`src/rtl/muldiv_controller.sv`:
```
// HI/LO multiply/divide sequencer for the EX stage.
// Fixed-latency multiply, 32-step restoring divide, flush-cancellable.
module muldiv_controller #(
  parameter int unsigned MUL_CYCLES = 4
) (
  input  logic        clk,
  input  logic        rst,
  input  logic        req_valid,
  input  logic [2:0]  req_op,
  input  logic [31:0] req_a,
  input  logic [31:0] req_b,
  output logic        req_ready,
  input  logic        flush,
  output logic        busy,
  output logic        done,
  output logic [31:0] hi,
  output logic [31:0] lo
);

  typedef enum logic [1:0] {
    S_IDLE,
    S_MUL,
    S_DIV,
    S_FIX
  } state_e;

  localparam logic [2:0] OP_MULT  = 3'b000;
  localparam logic [2:0] OP_MULTU = 3'b001;
  localparam logic [2:0] OP_DIV   = 3'b010;
  localparam logic [2:0] OP_DIVU  = 3'b011;
  localparam logic [2:0] OP_MTHI  = 3'b100;
  localparam logic [2:0] OP_MTLO  = 3'b101;

  localparam logic [3:0] MUL_LAST = 4'(MUL_CYCLES - 1);

  state_e      state_q, state_d;
  logic [31:0] hi_q, hi_d;
  logic [31:0] lo_q, lo_d;
  logic        done_q, done_d;
  logic [3:0]  mcnt_q, mcnt_d;
  logic [4:0]  dcnt_q, dcnt_d;
  logic [63:0] prod_q, prod_d;
  logic [31:0] dvd_q, dvd_d;
  logic [31:0] dvs_q, dvs_d;
  logic [31:0] rem_q, rem_d;
  logic        qsign_q, qsign_d;
  logic        rsign_q, rsign_d;
  logic        dz_q, dz_d;

  logic        legal;
  logic        accept;
  logic        is_mul;
  logic        is_div;
  logic        is_mthi;
  logic        is_mtlo;
  logic        sgn_mul;
  logic        sgn_div;
  logic [63:0] ext_a;
  logic [63:0] ext_b;
  logic        a_neg;
  logic        b_neg;
  logic [31:0] a_mag;
  logic [31:0] b_mag;
  logic [32:0] shifted;
  logic [32:0] diff;
  logic [31:0] quo_fix;
  logic [31:0] rem_fix;

  assign req_ready = (state_q == S_IDLE);
  assign busy      = ~req_ready;
  assign done      = done_q;
  assign hi        = hi_q;
  assign lo        = lo_q;

  assign legal   = ~(req_op[2] & req_op[1]);
  assign accept  = req_valid & req_ready & ~flush & legal;

  assign is_mul  = (req_op == OP_MULT) | (req_op == OP_MULTU);
  assign is_div  = (req_op == OP_DIV) | (req_op == OP_DIVU);
  assign is_mthi = (req_op == OP_MTHI);
  assign is_mtlo = (req_op == OP_MTLO);
  assign sgn_mul = (req_op == OP_MULT);
  assign sgn_div = (req_op == OP_DIV);

  assign ext_a = {{32{sgn_mul & req_a[31]}}, req_a};
  assign ext_b = {{32{sgn_mul & req_b[31]}}, req_b};

  assign a_neg = sgn_div & req_a[31];
  assign b_neg = sgn_div & req_b[31];
  assign a_mag = a_neg ? (~req_a + 32'd1) : req_a;
  assign b_mag = b_neg ? (~req_b + 32'd1) : req_b;

  // Remainder stays below the divisor, so 32 bits hold it between steps
  assign shifted = {rem_q, dvd_q[31]};
  assign diff    = shifted - {1'b0, dvs_q};

  assign quo_fix = qsign_q ? (~dvd_q + 32'd1) : dvd_q;
  assign rem_fix = rsign_q ? (~rem_q + 32'd1) : rem_q;

  always_comb begin
    state_d = state_q;
    hi_d    = hi_q;
    lo_d    = lo_q;
    done_d  = 1'b0;
    mcnt_d  = mcnt_q;
    dcnt_d  = dcnt_q;
    prod_d  = prod_q;
    dvd_d   = dvd_q;
    dvs_d   = dvs_q;
    rem_d   = rem_q;
    qsign_d = qsign_q;
    rsign_d = rsign_q;
    dz_d    = dz_q;

    unique case (state_q)
      S_IDLE: begin
        if (accept) begin
          unique case (1'b1)
            is_mthi: hi_d = req_a;
            is_mtlo: lo_d = req_a;
            is_mul: begin
              prod_d  = ext_a * ext_b;
              mcnt_d  = MUL_LAST;
              state_d = S_MUL;
            end
            is_div: begin
              dvd_d   = a_mag;
              dvs_d   = b_mag;
              rem_d   = 32'd0;
              qsign_d = a_neg ^ b_neg;
              rsign_d = a_neg;
              dz_d    = (req_b == 32'd0);
              dcnt_d  = 5'd0;
              state_d = S_DIV;
            end
            default: ;
          endcase
        end
      end
      S_MUL: begin
        if (mcnt_q == 4'd0) begin
          hi_d    = prod_q[63:32];
          lo_d    = prod_q[31:0];
          done_d  = 1'b1;
          state_d = S_IDLE;
        end else begin
          mcnt_d = mcnt_q - 4'd1;
        end
      end
      S_DIV: begin
        if (!diff[32]) begin
          rem_d = diff[31:0];
          dvd_d = {dvd_q[30:0], 1'b1};
        end else begin
          rem_d = shifted[31:0];
          dvd_d = {dvd_q[30:0], 1'b0};
        end
        dcnt_d = dcnt_q + 5'd1;
        if (dcnt_q == 5'd31) begin
          state_d = S_FIX;
        end
      end
      S_FIX: begin
        if (!dz_q) begin
          lo_d = quo_fix;
          hi_d = rem_fix;
        end
        done_d  = 1'b1;
        dcnt_d  = 5'd0;
        state_d = S_IDLE;
      end
      default: state_d = S_IDLE;
    endcase

    // Flush wins over any final write and any same-cycle accept
    if (flush) begin
      state_d = S_IDLE;
      mcnt_d  = 4'd0;
      dcnt_d  = 5'd0;
      hi_d    = hi_q;
      lo_d    = lo_q;
      done_d  = 1'b0;
    end
  end

  always_ff @(posedge clk or negedge rst) begin
    if (!rst) begin
      state_q <= S_IDLE;
      hi_q    <= 32'd0;
      lo_q    <= 32'd0;
      done_q  <= 1'b0;
      mcnt_q  <= 4'd0;
      dcnt_q  <= 5'd0;
      prod_q  <= 64'd0;
      dvd_q   <= 32'd0;
      dvs_q   <= 32'd0;
      rem_q   <= 32'd0;
      qsign_q <= 1'b0;
      rsign_q <= 1'b0;
      dz_q    <= 1'b0;
    end else begin
      state_q <= state_d;
      hi_q    <= hi_d;
      lo_q    <= lo_d;
      done_q  <= done_d;
      mcnt_q  <= mcnt_d;
      dcnt_q  <= dcnt_d;
      prod_q  <= prod_d;
      dvd_q   <= dvd_d;
      dvs_q   <= dvs_d;
      rem_q   <= rem_d;
      qsign_q <= qsign_d;
      rsign_q <= rsign_d;
      dz_q    <= dz_d;
    end
  end

endmodule

```
`config.mk`:
```
export PLATFORM = sky130hd
export DESIGN_NAME = muldiv_controller
export DESIGN_NICKNAME = d
export VERILOG_FILES = /design/src/rtl/muldiv_controller.sv
export SDC_FILE = /design/constraint.sdc
export NUM_CORES = 2
export LEC_CHECK = 0
export BUFFER_PORTS_ARGS = -buffer_cell sky130_fd_sc_hd__buf_2
export CORE_MARGIN = 2
export CORE_UTILIZATION = 45
export DETAILED_ROUTE_END_ITERATION = 10
export GPL_TIMING_DRIVEN = 0
export PLACE_DENSITY = 0.72
export SYNTH_ARGS = -nofsm -noshare
export SYNTH_HDL_FRONTEND = slang
export SYNTH_SLANG_ARGS = --single-unit
```
`constraint.sdc`:
```
create_clock -name clk -period 6.05 [get_ports clk]
set_input_delay 0.3025 -clock clk [delete_from_list [all_inputs] [get_ports clk]]
set_output_delay 0.3025 -clock clk [all_outputs]
set_load 0.01 [all_outputs]
```
## After elaboration in Yosys (flattened, before gate mapping)

Index checks and enable logic that the tools add are counted.

- Bits in registers: 239
- Latch bits: 0
- Bits in writable memories: 0
- Bits in read-only memories: 0
- Input port bits: 71
- Output and inout port bits: 67
- Word-level logic and storage cells: 117
- Memories kept: 0

- Add/sub/neg operators: 7
- Multipliers: 1
- Div/mod/pow operators: 0
- $lt $le $gt $ge: 0
- Equality and inequality tests: 22
- Shift-type cells: 0
- Muxes and demuxes: 40
- Bitwise logic cells: 18
- Reduce and logical (&&, ||, !) cells: 16

Operators with widths:

| cell | number |
|---|---|
| 32-bit 2-to-1 mux | 17 |
| 32-bit one-hot mux with 3 select lines | 2 |
| 32-bit by 1-bit adder with 32-bit output, second input constant | 4 |
| 32-bit inverter | 4 |
| 32-bit one-hot mux with 2 select lines | 2 |
| 33-bit by 33-bit multiplier with 64-bit output | 1 |
| 33-bit by 32-bit subtractor with 33-bit output | 1 |
| 32-bit zero test | 1 |
| 4-bit 2-to-1 mux | 4 |
| 5-bit 2-to-1 mux | 3 |
| 5-bit one-hot mux with 3 select lines | 1 |
| 3-bit AND reduction | 4 |
| 6-bit AND reduction | 2 |
| 3-bit by 1-bit inequality test with 1-bit output, second input constant | 3 |
| 3-bit inequality test, second input constant | 3 |
| 1-bit bitwise AND | 8 |
| 2-bit 2-to-1 mux | 4 |
| 2-bit by 1-bit inequality test with 1-bit output, second input constant | 4 |
| 2-bit one-hot mux with 4 select lines | 1 |
| 4-bit one-hot mux with 2 select lines | 1 |
| 4-bit AND reduction | 2 |
| 3-bit by 2-bit == test with 1-bit output, second input constant | 2 |
| 3-bit == test, second input constant | 2 |
| 3-bit nonzero test | 2 |
| 19 further kinds | 26 |

## Longest topological paths before layout

- Word-level depth: 7
- Mapped depth: 31
- Gate-level depth less buffers: 29

## Least setup slack after synthesis

Ideal clock, no wire load.

- Kind: input port to flip-flop
- Start point: input req_op[0]
- End point: register prod_q[61]
- Setup time: 0.069 ns
- Arrival: 8.051 ns
- Data required time: 5.981 ns
- Path slack: -2.070 ns
- Stages on the path: 24
- Buffers on the path: 3
- Cells stage by stage: nor3_1 > clkbuf_1 > clkbuf_1 > and3_1 > fa_1 > fa_1 > fa_1 > inv_1 > fa_1 > fa_1 > fa_1 > fa_1 > fa_1 > inv_1 > ha_1 > clkbuf_1 > a21oi_1 > nand2_1 > a31oi_1 > o21ai_0 > o41ai_1 > nor3_1 > or3_1 > nand3_1

- Word-level cells in the longest chain between the ends: 3
- Elaborated cells between the ends (all ways): 7
- Those cells by class: mul (1); eq/ne (1); bitwise (3); reduce/logical (2)

RTL lines:

| item | RTL line | source |
|---|---|---|
| from (decl) | 9 | `input logic [2:0] req_op,` |
| 3-bit zero test or 3-bit by 1-bit == test with 1-bit output (tied branches) | 78, 82 |  |
| 1-bit bitwise AND, or another cell as far along | 85 | `assign ext_a = {{32{sgn_mul & req_a[31]}}, req_a};` |
| 33-bit by 33-bit multiplier with 64-bit output or 3-bit AND reduction (tied branches) | n/a |  |
| to (signal assigned) | 208 | `prod_q <= prod_d;` |
| to (decl) | 42 | `logic [63:0] prod_q, prod_d;` |

Several ways; a longest one is shown, not always the timed one.
A chain may end at the register's enable or synchronous reset.

## Worst setup path in the final report

- Start point: input req_op[0]
- End point: register prod_q[58]

The elaborated chain is that of the path after synthesis.

==> impl_summary.txt <==
----------------------------------------------------
[Floorplanning]
  Die area ... 0.120 mm2
  Number of core rows ... 125
  Number of top-level pins ... 138
  Die extent in y ... 346 um
  Area inside the core boundary ... 0.116 mm2
  Horizontal die dimension ... 346 um
  Effective utilization at floorplan ... 45.3%

[Detailed routing]
  Iteration-0 DRC count of the detailed router ... 4,715
  Remaining antenna violation count ... 0
  Via count normalized by instance count ... 5.68
  Post-detailed-routing wire length ... 207 mm
  DRC violation count after routing ... 0
  Overall via count from detail_route ... 44,493
  Met3 wire length ... 24.8 mm
  First-pass iteration count of the detailed router ... 6
  Wire length on met2 ... 90.9 mm
  DRT met1 WL ... 74.3 mm
  Highest metal used ... met5
  Wirelength per Cell ... 26.4 um

[Worst setup path]
  Startpoint types ... input pin
  Required @ worst endpoint ... 6.55 ns
  Critical path peak fanout ... 7
  Kind of end point of the critical path ... register
  Worst reg2reg startpoint ... dvd_q[31]
  Setup slack on the worst flop-to-flop path ... 1.15 ns
  Worst Path Class, Setup ... input pin to register
  Critical path destination ... prod_q[58]
  Cell with the largest stage delay on the worst path ... sky130_fd_sc_hd__fa_2
  Crit path from ... req_op[0]
  Worst r2r dst ... rem_q[29]
  Delay of the slowest critical-path stage ... 0.66 ns
  Endpoint arrival time on the critical path ... 8.20 ns
  Depth of the most critical reg-to-reg path ... 16

[Synthesis]
  Area share of the leading cell type in the synthesized netlist ... 42.9%
  Fraction of the yosys area taken by sequential cells ... 11.4%
  Post-synth EDFFs ... 0
  Ranking of synthesized cells by instance count ... sky130_fd_sc_hd__inv_1 (1,191), sky130_fd_sc_hd__fa_1 (1,126), sky130_fd_sc_hd__nand2_1 (1,066)
  Most frequent cell after synthesis ... sky130_fd_sc_hd__inv_1
  Post-synthesis instance total ... 6,003
  Number of warnings reported in the yosys synthesis log ... 0
  Net Count, Synth ... 7,452
  Synthesized flop and latch total ... 239
  Unique masters post-synth ... 66
  Cell types occupying the most area after synthesis ... sky130_fd_sc_hd__fa_1 (43%), sky130_fd_sc_hd__dfrtp_1 (11%), sky130_fd_sc_hd__inv_1 (8.5%)
  Syn Std Cell Area ... 0.0526 mm2
  Avg Synthesized Cell Area ... 8.75 um2
  Most frequently used flop master after synthesis ... sky130_fd_sc_hd__dfrtp_1
  Fraction of synthesis flops using an asynchronous set or reset pin ... 100%
  Library cell occupying the most area in the post-synthesis netlist ... sky130_fd_sc_hd__fa_1

[Global routing]
  Maximum number of pins on one net before global-route repair ... 89
  Overflow left after global routing ... 0
  Global routing usage summed across all routing layers ... 34.5%
  Number of antenna violations at the first check in global routing ... 9
  Via count of the first global-routing pass ... 45,594
  Global-route wire length before repair ... 303 mm

[Timing]
  Slew margin rel. ... 18.5%
  Fin worst setup slack ... -1.65 ns
  Max Clock Freq ... 130 MHz
  Setup repair after global routing missed its margin ... yes
  Final worst clock skew ... 0.0124 ns
  Tcrit/Tclk final ... 127%
  Slew at the pin with the worst max-slew slack ... 1.22 ns
  Shortest clock period the worst path allows after layout ... 7.70 ns
  Number of endpoints with negative hold slack in the final report ... 0
  Final Setup Violations ... 44
  Count of pins over their slew limit ... 0

[Clock network]
  Root buffer cell ... sky130_fd_sc_hd__clkbuf_16
  Longest Clk Path Bufs ... 3
  TritonCTS clock tree ... done
  H-tree Lvls ... 1
  Worst skew pair latency ... 0.57 ns
  Clock transition time at the flip-flop clock pins of the worst setup and hold paths ... 0.07 ns
  CTS buffer count ... 26
  CTS sink cnt ... 239

[Final layout]
  Fraction of the core area covered by cells at the end of the flow ... 53.0%
  Signed area change from the synthesized netlist to the final layout ... 17.1%
  Fraction of layout cells with a size suffix above 1 ... 14.2%
  Count of nets after finishing ... 7,737

[Job]
  Max-cap violations ... 0

[Placed design]
  Post-detail-place hpwl ... 167 mm
  Final weighted congestion in routability-driven placement ... 1.02
  Number of buffers inserted by port buffering ... 96

[Min path]
  Worst hold path type ... input pin to register

[Outcome]
  Violated checks ... negative setup slack
  Outcome ... finished, violations left

----------------------------------------------------
stage by stage:
step	instances	area (um2)	setup WS (ns)	hold slack [ns]	setup TNS, ns
2_1_floorplan	6003	53800	-1.45	0.00691	-33.80
3_3_place_gp	7623	56200	-3.73	0.459	-129.02
3_5_place_dp	7625	56300	-3.60	0.339	-126.05
4_1_cts	7755	59900	-1.68	0.0401	-41.03
5_1_grt	7834	61500	-1.81	0.0736	-48.53
6_report	7839	61500	-1.65	0.0616	-42.42
routing by layer:
metal | vias to the layer above | global-route usage, %
met2 | 2733 | 53.2
met5 | - | 0
met4 | 6 | 22.1
met3 | 629 | 8.93
li1 | 18665 | -
met1 | 22460 | 43.2
cells in the final DEF (no fill, tap or decap), drive strengths merged, types with 19 or more instances in the layout:
master | netlist | final
a21o | 35 | 35
o21bai | 19 | 19
xor2 | 97 | 97
nor3 | 34 | 34
nor2b | 49 | 49
or4 | 22 | 22
buf | 52 | 381
o41ai | 19 | 19
nor2 | 164 | 164
nand2b | 22 | 22
nand3 | 32 | 32
a221oi | 32 | 32
clkbuf | 335 | 295
and2 | 307 | 307
a21oi | 206 | 206
inv | 1191 | 1187
o21ai | 308 | 308
dfrtp | 239 | 239
fa | 1126 | 1126
xnor2 | 118 | 118
mux2i | 31 | 31
ha | 252 | 252
nand2 | 1066 | 1066
and3 | 36 | 36
o31ai | 37 | 37
cells by family after synthesis:
logic type / after synthesis / synth area share, %
AO/OA/AOI/OAI: 748 / 8.52
XOR/XNOR: 215 / 3.58
adder cells (fa/ha/maj): 1378 / 48.9
buffers and inverters: 1578 / 11.3
flip-flops: 239 / 11.4
multiplexers: 33 / 0.633
AND/OR/NAND/NOR: 1812 / 15.7
layout make-up:
class	instances	area, um2
Clock buffer	33	718
Clock inverter	14	215
Inverter	1191	4490
Tap cell	1524	1910
Fill cell	10471	54500
Multi-Input combinational cell	4186	42300
Antenna cell	8	20.0
Timing Repair Buffer	286	2390
Sequential cell	239	5980
Buffer	358	3480
worst min-delay path by stage:
stage,start,endpoint,slack (ns),cells past startpoint
after floorplan,rst,dcnt_q[0],0.007,0
final,req_op[0],dvs_q[31],0.06,3
after CTS,req_op[0],dvs_q[31],0.04,3
after global placement,hi[14],hi[14],0.46,2
after detailed placement,rst,rem_q[23],0.34,1
after global routing,req_op[0],dvs_q[31],0.07,3
worst max-delay path: cells and delay by family:
| kind | cells | cell delay, ns |
|---|---|---|
| compound gates | 3 | 0.71 |
| fa+ha+maj | 9 | 4.59 |
| buf+inv | 8 | 1.10 |
| simple gates | 7 | 1.45 |
repair_timing:
| action | 4_1_cts | 5_1_grt |
|---|---|---|
| hold buffers | 1 | 0 |
| pin swaps | 95 | 184 |
| resized for setup | 483 | 339 |
| setup buffers | 102 | 84 |
| cloned | 2 | 1 |
| endpoints found under the setup margin | 51 | 49 |
| hold endpoints to repair | 79 | 0 |
flip-flops by register name (all words and copies together), names as in the netlist:
name and cells:
dvs_q 32, rem_q 32, dcnt_q 5, hi 32, prod_q 64, qsign_q 1
dvd_q 32, lo 32, done 1, mcnt_q 4, state_q 2, rsign_q 1
dz_q 1
Power is not shown: default switching activity piles up to over one toggle a cycle in this logic, so the estimate is an artifact.
